$ cat src/rtl/alu_serial_seq.sv
// alu_serial_seq -- bit-serial WIDTH-bit ALU sequencer around a 1-bit ALU slice.
//
// Latches an operand pair and an opcode on start, feeds the slice one bit per
// clock LSB-first, keeps the slice carry in a flip-flop between bits, and
// reassembles the result word and flags.
//
// Optional feature macro: ALU_SEQ_FLAGS_EN
//   defined   -> zero and overflow are registered outputs
//   undefined -> zero and overflow are tied to 0 (SLT still uses internal ovf)
//
// Ports (alu_serial_seq):
//   clk       in   rising-edge clock
//   rst       in   synchronous active-high reset
//   start     in   request, sampled only while idle
//   op[1:0]   in   00 AND, 01 OR, 10 ADD/SUB, 11 SLT (signed)
//   sub       in   0 ADD, 1 SUB (op=10 only)
//   a, b      in   WIDTH-bit operands, sampled with start
//   busy      out  high whenever the sequencer is not idle
//   done      out  one-cycle completion pulse
//   result    out  WIDTH-bit result, held until the next completion
//   cout      out  final carry for op=10, else 0
//   zero      out  result == 0
//   overflow  out  signed overflow for op=10, else 0
//
// Ports (alu, 1-bit slice):
//   a, b, cin, add_sub, i3, op[1:0] in; r, co out.
//   op 00 a&b, 01 a|b, 10 a + (b^add_sub) + cin, 11 pass i3.
//   co is always the adder carry, whatever op selects.

module alu (
   input  logic       a,
   input  logic       b,
   input  logic       cin,
   input  logic       add_sub,
   input  logic       i3,
   input  logic [1:0] op,
   output logic       r,
   output logic       co
);

   logic bx;
   logic sum;

   always_comb begin
      bx  = b ^ add_sub;
      sum = a ^ bx ^ cin;
      co  = (a & bx) | (a & cin) | (bx & cin);
      unique case (op)
         2'b00:   r = a & b;
         2'b01:   r = a | b;
         2'b10:   r = sum;
         default: r = i3;
      endcase
   end

endmodule

module alu_serial_seq #(
   parameter int unsigned WIDTH = 8
) (
   input  logic             clk,
   input  logic             rst,
   input  logic             start,
   input  logic [1:0]       op,
   input  logic             sub,
   input  logic [WIDTH-1:0] a,
   input  logic [WIDTH-1:0] b,
   output logic             busy,
   output logic             done,
   output logic [WIDTH-1:0] result,
   output logic             cout,
   output logic             zero,
   output logic             overflow
);

   localparam int unsigned CntW = (WIDTH > 2) ? $clog2(WIDTH) : 1;
   localparam logic [CntW-1:0] CntLast = CntW'(WIDTH - 1);

   typedef enum logic [1:0] {StIdle, StRun, StDone} state_e;

   state_e state_q, state_d;

   logic [WIDTH-1:0] a_sr_q, b_sr_q;
   logic [WIDTH-2:0] res_sr_q, res_sr_d;   // bits already produced, filled from the top
   logic [1:0]       op_q;
   logic             sub_q;
   logic             carry_q;
   logic [CntW-1:0]  cnt_q;
   logic [WIDTH-1:0] result_q;
   logic             cout_q;

   logic             slice_r, slice_co, slice_as;
   logic [1:0]       slice_op;
   logic             accept, last;
   logic             ovf, less;
   logic [WIDTH-1:0] new_result;

   // SLT runs the slice as a subtract; the sign of A-B is fixed up with ovf below.
   assign slice_op = (op_q == 2'b11) ? 2'b10 : op_q;
   assign slice_as = (op_q == 2'b11) ? 1'b1 : sub_q;

   alu u_slice (
      .a       (a_sr_q[0]),
      .b       (b_sr_q[0]),
      .cin     (carry_q),
      .add_sub (slice_as),
      .i3      (1'b0),
      .op      (slice_op),
      .r       (slice_r),
      .co      (slice_co)
   );

   assign accept = (state_q == StIdle) && start;
   assign last   = (state_q == StRun) && (cnt_q == CntLast);

   always_comb begin
      state_d = state_q;
      unique case (state_q)
         StIdle:  if (start) state_d = StRun;
         StRun:   if (cnt_q == CntLast) state_d = StDone;
         default: state_d = StIdle;
      endcase
   end

   always_comb begin
      res_sr_d           = res_sr_q >> 1;
      res_sr_d[WIDTH-2]  = slice_r;
      // Only meaningful on the MSB cycle: carry into vs. out of the sign bit.
      ovf                = carry_q ^ slice_co;
      less               = slice_r ^ ovf;
      new_result         = {slice_r, res_sr_q};
      if (op_q == 2'b11) begin
         new_result      = '0;
         new_result[0]   = less;
      end
   end

   always_ff @(posedge clk) begin
      if (rst) begin
         state_q  <= StIdle;
         a_sr_q   <= '0;
         b_sr_q   <= '0;
         res_sr_q <= '0;
         op_q     <= '0;
         sub_q    <= 1'b0;
         carry_q  <= 1'b0;
         cnt_q    <= '0;
         result_q <= '0;
         cout_q   <= 1'b0;
      end else begin
         state_q <= state_d;
         if (accept) begin
            a_sr_q   <= a;
            b_sr_q   <= b;
            op_q     <= op;
            sub_q    <= sub;
            cnt_q    <= '0;
            carry_q  <= (op == 2'b11) ? 1'b1 : sub;
         end else if (state_q == StRun) begin
            a_sr_q   <= a_sr_q >> 1;
            b_sr_q   <= b_sr_q >> 1;
            res_sr_q <= res_sr_d;
            carry_q  <= slice_co;
            cnt_q    <= cnt_q + 1'b1;
         end
         if (last) begin
            result_q <= new_result;
            cout_q   <= (op_q == 2'b10) ? slice_co : 1'b0;
         end
      end
   end

`ifdef ALU_SEQ_FLAGS_EN
   logic zero_q, ovf_q;

   always_ff @(posedge clk) begin
      if (rst) begin
         zero_q <= 1'b0;
         ovf_q  <= 1'b0;
      end else if (last) begin
         zero_q <= (new_result == '0);
         ovf_q  <= (op_q == 2'b10) ? ovf : 1'b0;
      end
   end

   assign zero     = zero_q;
   assign overflow = ovf_q;
`else
   assign zero     = 1'b0;
   assign overflow = 1'b0;
`endif

   assign busy   = (state_q != StIdle);
   assign done   = (state_q == StDone);
   assign result = result_q;
   assign cout   = cout_q;

endmodule

$ cat config.mk
export PLATFORM = sky130hd
export DESIGN_NAME = alu_serial_seq
export DESIGN_NICKNAME = d
export VERILOG_FILES = /design/src/rtl/alu_serial_seq.sv
export SDC_FILE = /design/constraint.sdc
export NUM_CORES = 1
export LEC_CHECK = 0
export CORE_ASPECT_RATIO = 1.5
export CORE_MARGIN = 4
export CORE_UTILIZATION = 54
export DETAILED_ROUTE_END_ITERATION = 10
export PLACE_DENSITY = 0.84
export SKIP_CTS_REPAIR_TIMING = 1
export SYNTH_ARGS = -nofsm -noshare
export SYNTH_HDL_FRONTEND = slang
export SYNTH_SLANG_ARGS = --single-unit
$ cat constraint.sdc
create_clock -name clk -period 3.7 [get_ports clk]
set_clock_uncertainty 0.15 [all_clocks]
set_input_delay 0.555 -clock clk [delete_from_list [all_inputs] [get_ports clk]]
set_output_delay 0.555 -clock clk [all_outputs]
set_load 0.005 [all_outputs]
After elaboration in Yosys (flattened, before gate mapping)
Index checks and enable logic that the tools add are counted.
{"block": "word_totals", "reg_bits": 41, "word_cells": 58, "output_inout_bits": 13}
{"block": "op_classes", "n_bitwise": 13, "reduce_logical": 9, "mux": 15, "n_eq_ne": 10, "n_addsub": 1}
{"operator": "two-way mux 8 bit", "n": 5}
{"operator": "equality test 2 bit (second input constant)", "n": 5}
{"operator": "two-way mux 2 bit", "n": 3}
{"operator": "two-way mux 1 bit", "n": 5}
{"operator": "bitwise XOR 1 bit", "n": 5}
{"operator": "bitwise AND 1 bit", "n": 4}
{"operator": "equality test 2 x 1 -> 1 bit (second input constant)", "n": 2}
{"operator": "zero test 2 bit", "n": 2}
{"operator": "inequality test 2 bit (second input constant)", "n": 2}
{"operator": "case mux 2 bit (2 select lines)", "n": 1}
{"operator": "AND reduction 2 bit", "n": 2}
{"operator": "nonzero test 2 bit", "n": 2}
{"operator": "adder 3 x 1 -> 3 bit (second input constant)", "n": 1}
{"operator": "equality test 3 bit (second input constant)", "n": 1}
{"operator": "OR 1 bit", "n": 3}
{"operator": "case mux 1 bit (3 select lines)", "n": 1}
{"operator": "logical AND 1 bit", "n": 2}
{"operator": "OR reduction 2 bit", "n": 1}
{"operator": "NOT 1 bit", "n": 1}

Logic depth before layout (Yosys ltp)
Gate-level depths: netlist of run 1.
{"block": "logic_depth", "ltp_word": 9, "depth_mapped": 6}

By module
Synthesis of run 1 repeated with hierarchy kept, for this count alone.
{"block": "unflattened", "cells_unflattened": 242, "hier_area_um2": 1991.9}
{"module": "alu_serial_seq", "seq_area_each_um2": 820.8, "area_each_um2": 1929.4, "cells_each": 237, "n_inst": 1}
{"module": "alu", "seq_area_each_um2": 0.0, "area_each_um2": 62.6, "cells_each": 5, "n_inst": 1}

Worst setup path after synthesis of run 1
No wires, ideal clock.
{"block": "synth_path", "kind": "reg-to-reg", "start": "register op_q[1]", "end": "register cout_q, in the netlist cout", "path_buffers": 0, "arrival_time_ns": 1.664, "setup_slack_ns": 1.816, "synth_period_minus_slack_ns": 1.884, "required_ns": 3.480, "stages_incl_launch_ff": 6, "path_cell_list": "dfxtp_1 > a21oi_1 > xor2_1 > fa_1 > or4b_1 > a21oi_1"}
{"block": "synth_between", "elab_chain_cells": 7, "elab_cells_between_ends": 9}
{"element": "start: declaration", "line_no": "85", "text": "logic [1:0] op_q;"}
{"element": "start signal: assignment", "line_no": "155", "text": "op_q <= op;"}
{"element": "equality test 2 bit", "line_no": "100", "text": "assign slice_as = (op_q == 2'b11) ? 1'b1 : sub_q;"}
{"element": "two-way mux 1 bit", "line_no": "100"}
{"element": "bitwise XOR 1 bit", "line_no": "45", "text": "bx = b ^ add_sub;"}
{"element": "bitwise AND 1 bit", "line_no": "47", "text": "co = (a & bx) | (a & cin) | (bx & cin);"}
{"element": "OR 1 bit (2 in a row)", "line_no": "47"}
{"element": "two-way mux 1 bit (*)", "line_no": "168", "text": "cout_q <= (op_q == 2'b10) ? slice_co : 1'b0;"}
{"element": "end signal: assignment", "line_no": "168"}
{"element": "end: declaration", "line_no": "90", "text": "logic cout_q;"}
Every way passes the cells marked *; elsewhere a longest branch is shown, timed or not.
A chain may end at the register's enable or synchronous reset.

Final worst setup path of run 1
{"block": "layout_path", "start": "register state_q[0]", "end": "output port busy"}
{"block": "layout_between", "elab_chain_cells": 1}
{"element": "start: declaration", "line_no": "81", "text": "state_e state_q, state_d;"}
{"element": "start signal: assignment", "line_no": "140", "text": "state_q <= StIdle;"}
{"element": "start signal: assignment", "line_no": "151", "text": "state_q <= state_d;"}
{"element": "nonzero test 2 bit", "line_no": "193", "text": "assign busy = (state_q != StIdle);"}
{"element": "end: declaration", "line_no": "68", "text": "output logic busy,"}
No other way between the ends.

==> results.cfg, run 1 <==
[clock_tree]
h-tree-depth = 2
cts_root_buf = clkbuf_8
cts.sinks = 41
clockBufferDepth = 2
worstSkewPairLatency_ns = 0.29
cts_tree = done
numCtsBuffers = 5
clk_pin_slew_worst_paths_ns = 0.07

[drt]
routed-wl-met2_mm = 1.87
post_drt_via_cell_ratio = 5.57
drtIter0Drc = 32
drt-total-wl_mm = 3.60
vias = 1477
met3WireLength_um = 204
detail-route-antenna-nets = 0
firstDrtPassIters = 4
drc_errors = 0
wl_per_cell_um = 13.6
wl_met1_mm = 1.44
top_layer_used = met4

[placement]
dpl-instance-area_sq_um = 2030
hpwl_mm = 2.56
place_congestion = 0.732
port_buffers = 32

[yosys]
synth.distinct_cells = 33
yosys.area.top_type = dfxtp_1
synth.top_cell.area_share_pct = 47.1
yosysWarnings = 0
synth_area_leaders = dfxtp_1 47%, a211oi_1 6.9%, nand2_1 6.3%
ys_ff_latch = 41
synth.most_common_cell = dfxtp_1
synthTopCellsByCount = 41 x dfxtp_1, 29 x nand2_1, 20 x a21oi_1, 19 x nor2_1, 16 x a211oi_1
ys_seq_area_share_pct = 47.1
async_flop_share_pct = 0
synth_edf_count = 0
synth.avg_cell_area_sq_um = 8.71
ys.flop_type = dfxtp_1
syn-cell-area_sq_um = 1740
synthCells = 200

[final_layout]
finish.net_count = 249
antenna_cells = 0
drive_gt1_share_pct = 4.89
postLayoutCoreUtil_pct = 68.6
fin_area_sq_um = 2150
synthToLayoutAreaGrowth_pct = 23.3

[global_route]
grt_antenna_before_repair = 0
grt_pass1_wl_mm = 6.01
grt_pass1_vias = 1369
gr-usage-all-layers_pct = 19.3
grt_max_degree = 24
gr-total-overflow = 0

[power_and_ir_drop]
fin_total_pwr_mw = 0.976
powerDensity_nw_per_um2 = 455
p_leak_nw = 0.779
ir_drop_uv = 404

[timing]
relSlewSlack_pct = 47.5
setup_violations = 0
worst_pin_slew_ns = 0.786
period_share_pct = 66.2
period_minus_slack_ns = 2.45
slew_violations = 0
fin_tns_setup_ns = 0
fmax_mhz = 408
hold_viol_final = 0
grt_setup_unrepaired = no

[die]
rows = 25
die_area_sq_um = 4220
initial_core_util_pct = 55.7
dieHeight_um = 77.6
die_w_um = 54.4
core_area_sq_um = 3130
io_pins = 35

[worst_setup_path]
cp-end-kind = output port
critPathKind = register to output port
crit_arrival_ns = 1.74
start_kind = register
crit_fanout = 15
required_ns = 2.99

[worst_hold_path]
worstHoldPathType = register to register

[outcome]
status = finished, final reports clean

[job]
maxCapViolCount = 0
metal layers:
layer	up-vias	GRT usage [%]
li1	744	-
met1	678	21.9
met2	48	30.9
met3	7	5.76
met4	0	10.5
met5	-	0
kinds of logic after synthesis:
family,after synthesis,share of synthesized area [%]
flops,41,47.1
xor+xnor,3,2.37
compound gates,55,20.1
other cells,1,0.215
fa+ha+maj,4,3.16
buf+inv,22,6.39
simple gates,71,18.9
mux,3,1.72
power breakdown:
part	leakage, nW	switching [mW]	internal (mW)
combinational	0.385	0.0601	0.0645
sequential	0.336	0.0170	0.464
clock	0.0585	0.150	0.220
final timing paths:
path	start	to	slack (ns)	cells past startpoint
hold / removal	result[3]	result[3]	0.30	2
setup reg to reg	op_q[1]	cout	1.64	5
setup / recovery	state_q[0]	busy	1.25	3
hold reg to reg	result[3]	result[3]	0.30	2
placed cells by master (no fill, tap or decap), types with 5 or more instances in the layout:
master	Yosys	final
a211oi_1	16	16
a21oi_1	20	20
clkbuf_8	0	6
clkdlybuf4s50_1	0	32
dfxtp_1	41	41
inv_1	5	5
nand2_1	29	29
nand3_1	9	9
nor2_1	19	19
o22ai_1	14	14
critical path: stages, from the launching register on:
cell             delay, ns
dfxtp_1               0.51
inv_1                 0.30
nand2_1               0.14
clkdlybuf4s50_1       0.50
per-stage QoR:
| stage | std cells | hold WS, ns | setup WS [ns] |
|---|---|---|---|
| floorplan | 201 | 0.286 | 1.82 |
| global placement | 257 | 0.288 | 1.44 |
| detailed placement | 257 | 0.297 | 1.38 |
| CTS | 265 | 0.307 | 1.25 |
| global route | 265 | 0.332 | 1.15 |
| finish | 265 | 0.302 | 1.25 |
layout make-up:
cell class | instances | area (sq um)
Tap cell | 40 | 50.0
Clock inverter | 1 | 30.0
Inverter | 5 | 18.8
Sequential cell | 41 | 821
Fill cell | 265 | 981
Multi-Input combinational cell | 138 | 813
Clock buffer | 7 | 86.3
Timing Repair Buffer | 33 | 328
registers in the layout, summed over array words and instances (netlist names):
name	flops
carry_q	1
cout	1
a_sr_q	8
cnt_q	3
op_q	2
res_sr_q	7
sub_q	1
b_sr_q	8
result	8
state_q	2
(Power assumes the default switching activity.)
==> inputs of run 2 (changes only) <==
CORE_UTILIZATION = 50   (was 54)
PLACE_DENSITY = 0.79   (was 0.84)
clock period = 2.6 ns   (was 3.7 ns; I/O delays follow)
==> run 2 against run 1 <==
  * Highest routed layer unchanged
  * Sequential share of layout area decreased by 0.13 points
  * First-iteration DRC count increased by 16%
  * Largest power group unchanged
  * Sequential cell count unchanged
==> results.cfg, run 2 (synthesis gave the netlist of run 1 again) <==
[outcome]
status = finished, final reports clean

[die]
die_w_um = 56.2
rows = 26
die_area_sq_um = 4510
core_area_sq_um = 3380
dieHeight_um = 80.3
initial_core_util_pct = 51.5
io_pins = 35

[worst_setup_path]
required_ns = 2.06
start_kind = register
crit_arrival_ns = 1.71
crit_fanout = 15
max_stage_delay_ns = 0.50
r2r_slack_ns = 0.59
r2r_end = cout
slowest_stage = dfxtp_1
cp-end-kind = output port
ff2ff_path_depth = 5
critPathLaunch = state_q[0]
crit_end = busy
critPathKind = register to output port
r2r-start = op_q[1]
crit_chain = inv_1 > nand2_1 > clkdlybuf4s50_1

[timing]
period_minus_slack_ns = 2.25
hold_viol_final = 0
relSlewSlack_pct = 63.1
worst_pin_slew_ns = 0.552
slew_violations = 0
fmax_mhz = 444
fin_tns_setup_ns = 0
grt_setup_unrepaired = no
setup_violations = 0
period_share_pct = 86.7

[drt]
drtIter0Drc = 37
vias = 1468
drt-total-wl_mm = 3.47
drc_errors = 0
firstDrtPassIters = 4
detail-route-antenna-nets = 0
wl_per_cell_um = 12.9
post_drt_via_cell_ratio = 5.44

[global_route]
grt_pass1_wl_mm = 5.99
gr-usage-all-layers_pct = 16.9
grt_pass1_vias = 1403
grt_max_degree = 17
gr-total-overflow = 0
grt_antenna_before_repair = 0

[placement]
place_congestion = 0.836
port_buffers = 32
hpwl_mm = 2.58
dp_cells = 262

[power_and_ir_drop]
powerDensity_nw_per_um2 = 591
p_leak_nw = 0.783
ir_drop_uv = 482

[clock_tree]
worstSkewPairLatency_ns = 0.29
h-tree-depth = 2
numCtsBuffers = 5
cts.sinks = 41
clockBufferDepth = 2
cts_root_buf = clkbuf_8
cts_tree = done
clk_pin_slew_worst_paths_ns = 0.08

[final_layout]
antenna_cells = 0
fill_cells = 292
drive_gt1_share_pct = 6.58
synthToLayoutAreaGrowth_pct = 23.7
final_cells = 270
finish.net_count = 252
final_cell_mix = 41 x dfxtp_1, 32 x clkdlybuf4s50_1, 29 x nand2_1
final_common_cell = dfxtp_1

[job]
maxCapViolCount = 0

[worst_hold_path]
worstHoldPathType = register to register
-- run 2: worst min path at each step --
stage / start / slack (ns) / to / cells past startpoint
global placement: result[4] / 0.29 / result[4] / 2
detailed placement: result[6] / 0.30 / result[6] / 2
floorplan: sub_q / 0.29 / sub_q / 2
finish: result[6] / 0.30 / result[6] / 2
global route: cout / 0.33 / cout / 2
CTS: result[6] / 0.30 / result[6] / 2
-- run 2: through the flow --
| step | power [mW] | hold slack (ns) | utilization (%) | setup WS [ns] | cell area (sq um) |
|---|---|---|---|---|---|
| floorplan | 0.823 | 0.286 | - | 0.716 | 1750 |
| global placement | 0.878 | 0.289 | 61.1 | 0.634 | 2070 |
| detailed placement | 0.880 | 0.296 | 61.1 | 0.605 | 2070 |
| CTS | 1.28 | 0.304 | 63.7 | 0.343 | 2150 |
| global route | 1.34 | 0.332 | 63.7 | 0.206 | 2150 |
| finish | 1.27 | 0.300 | 63.7 | 0.346 | 2150 |
-- run 2: critical path, delay by kind of cell, from the launching register on --
family,cells,cell delay (ns)
simple gates,1,0.13
flops,1,0.50
buf+inv,2,0.78
-- run 2: layer usage --
layer / share of wire, % / wire length, um / vias to the layer above / GRT usage [%]
met5: 0 / 0 / - / 0
met4: 2.0 / 70 / 0 / 7.84
met3: 4.9 / 170 / 7 / 4.02
met2: 53 / 1830 / 40 / 31.7
met1: 40 / 1400 / 670 / 17.3
li1: - / - / 751 / -
-- run 2: cell type report --
cell class | count | area [sq um] | area share [%]
sequential | 41 | 821 | 38.1
clock inverter | 3 | 17.5 | 0.813
inverter | 5 | 18.8 | 0.871
clock buffer | 5 | 68.8 | 3.19
multi-input combinational | 138 | 813 | 37.7
timing repair buffer | 36 | 363 | 16.8
tap | 42 | 52.6 | 2.44
-- run 2: report_power, final --
group,internal (mW),switching [mW]
clock,0.185,0.221
sequential,0.661,0.0235
combinational,0.0965,0.0873
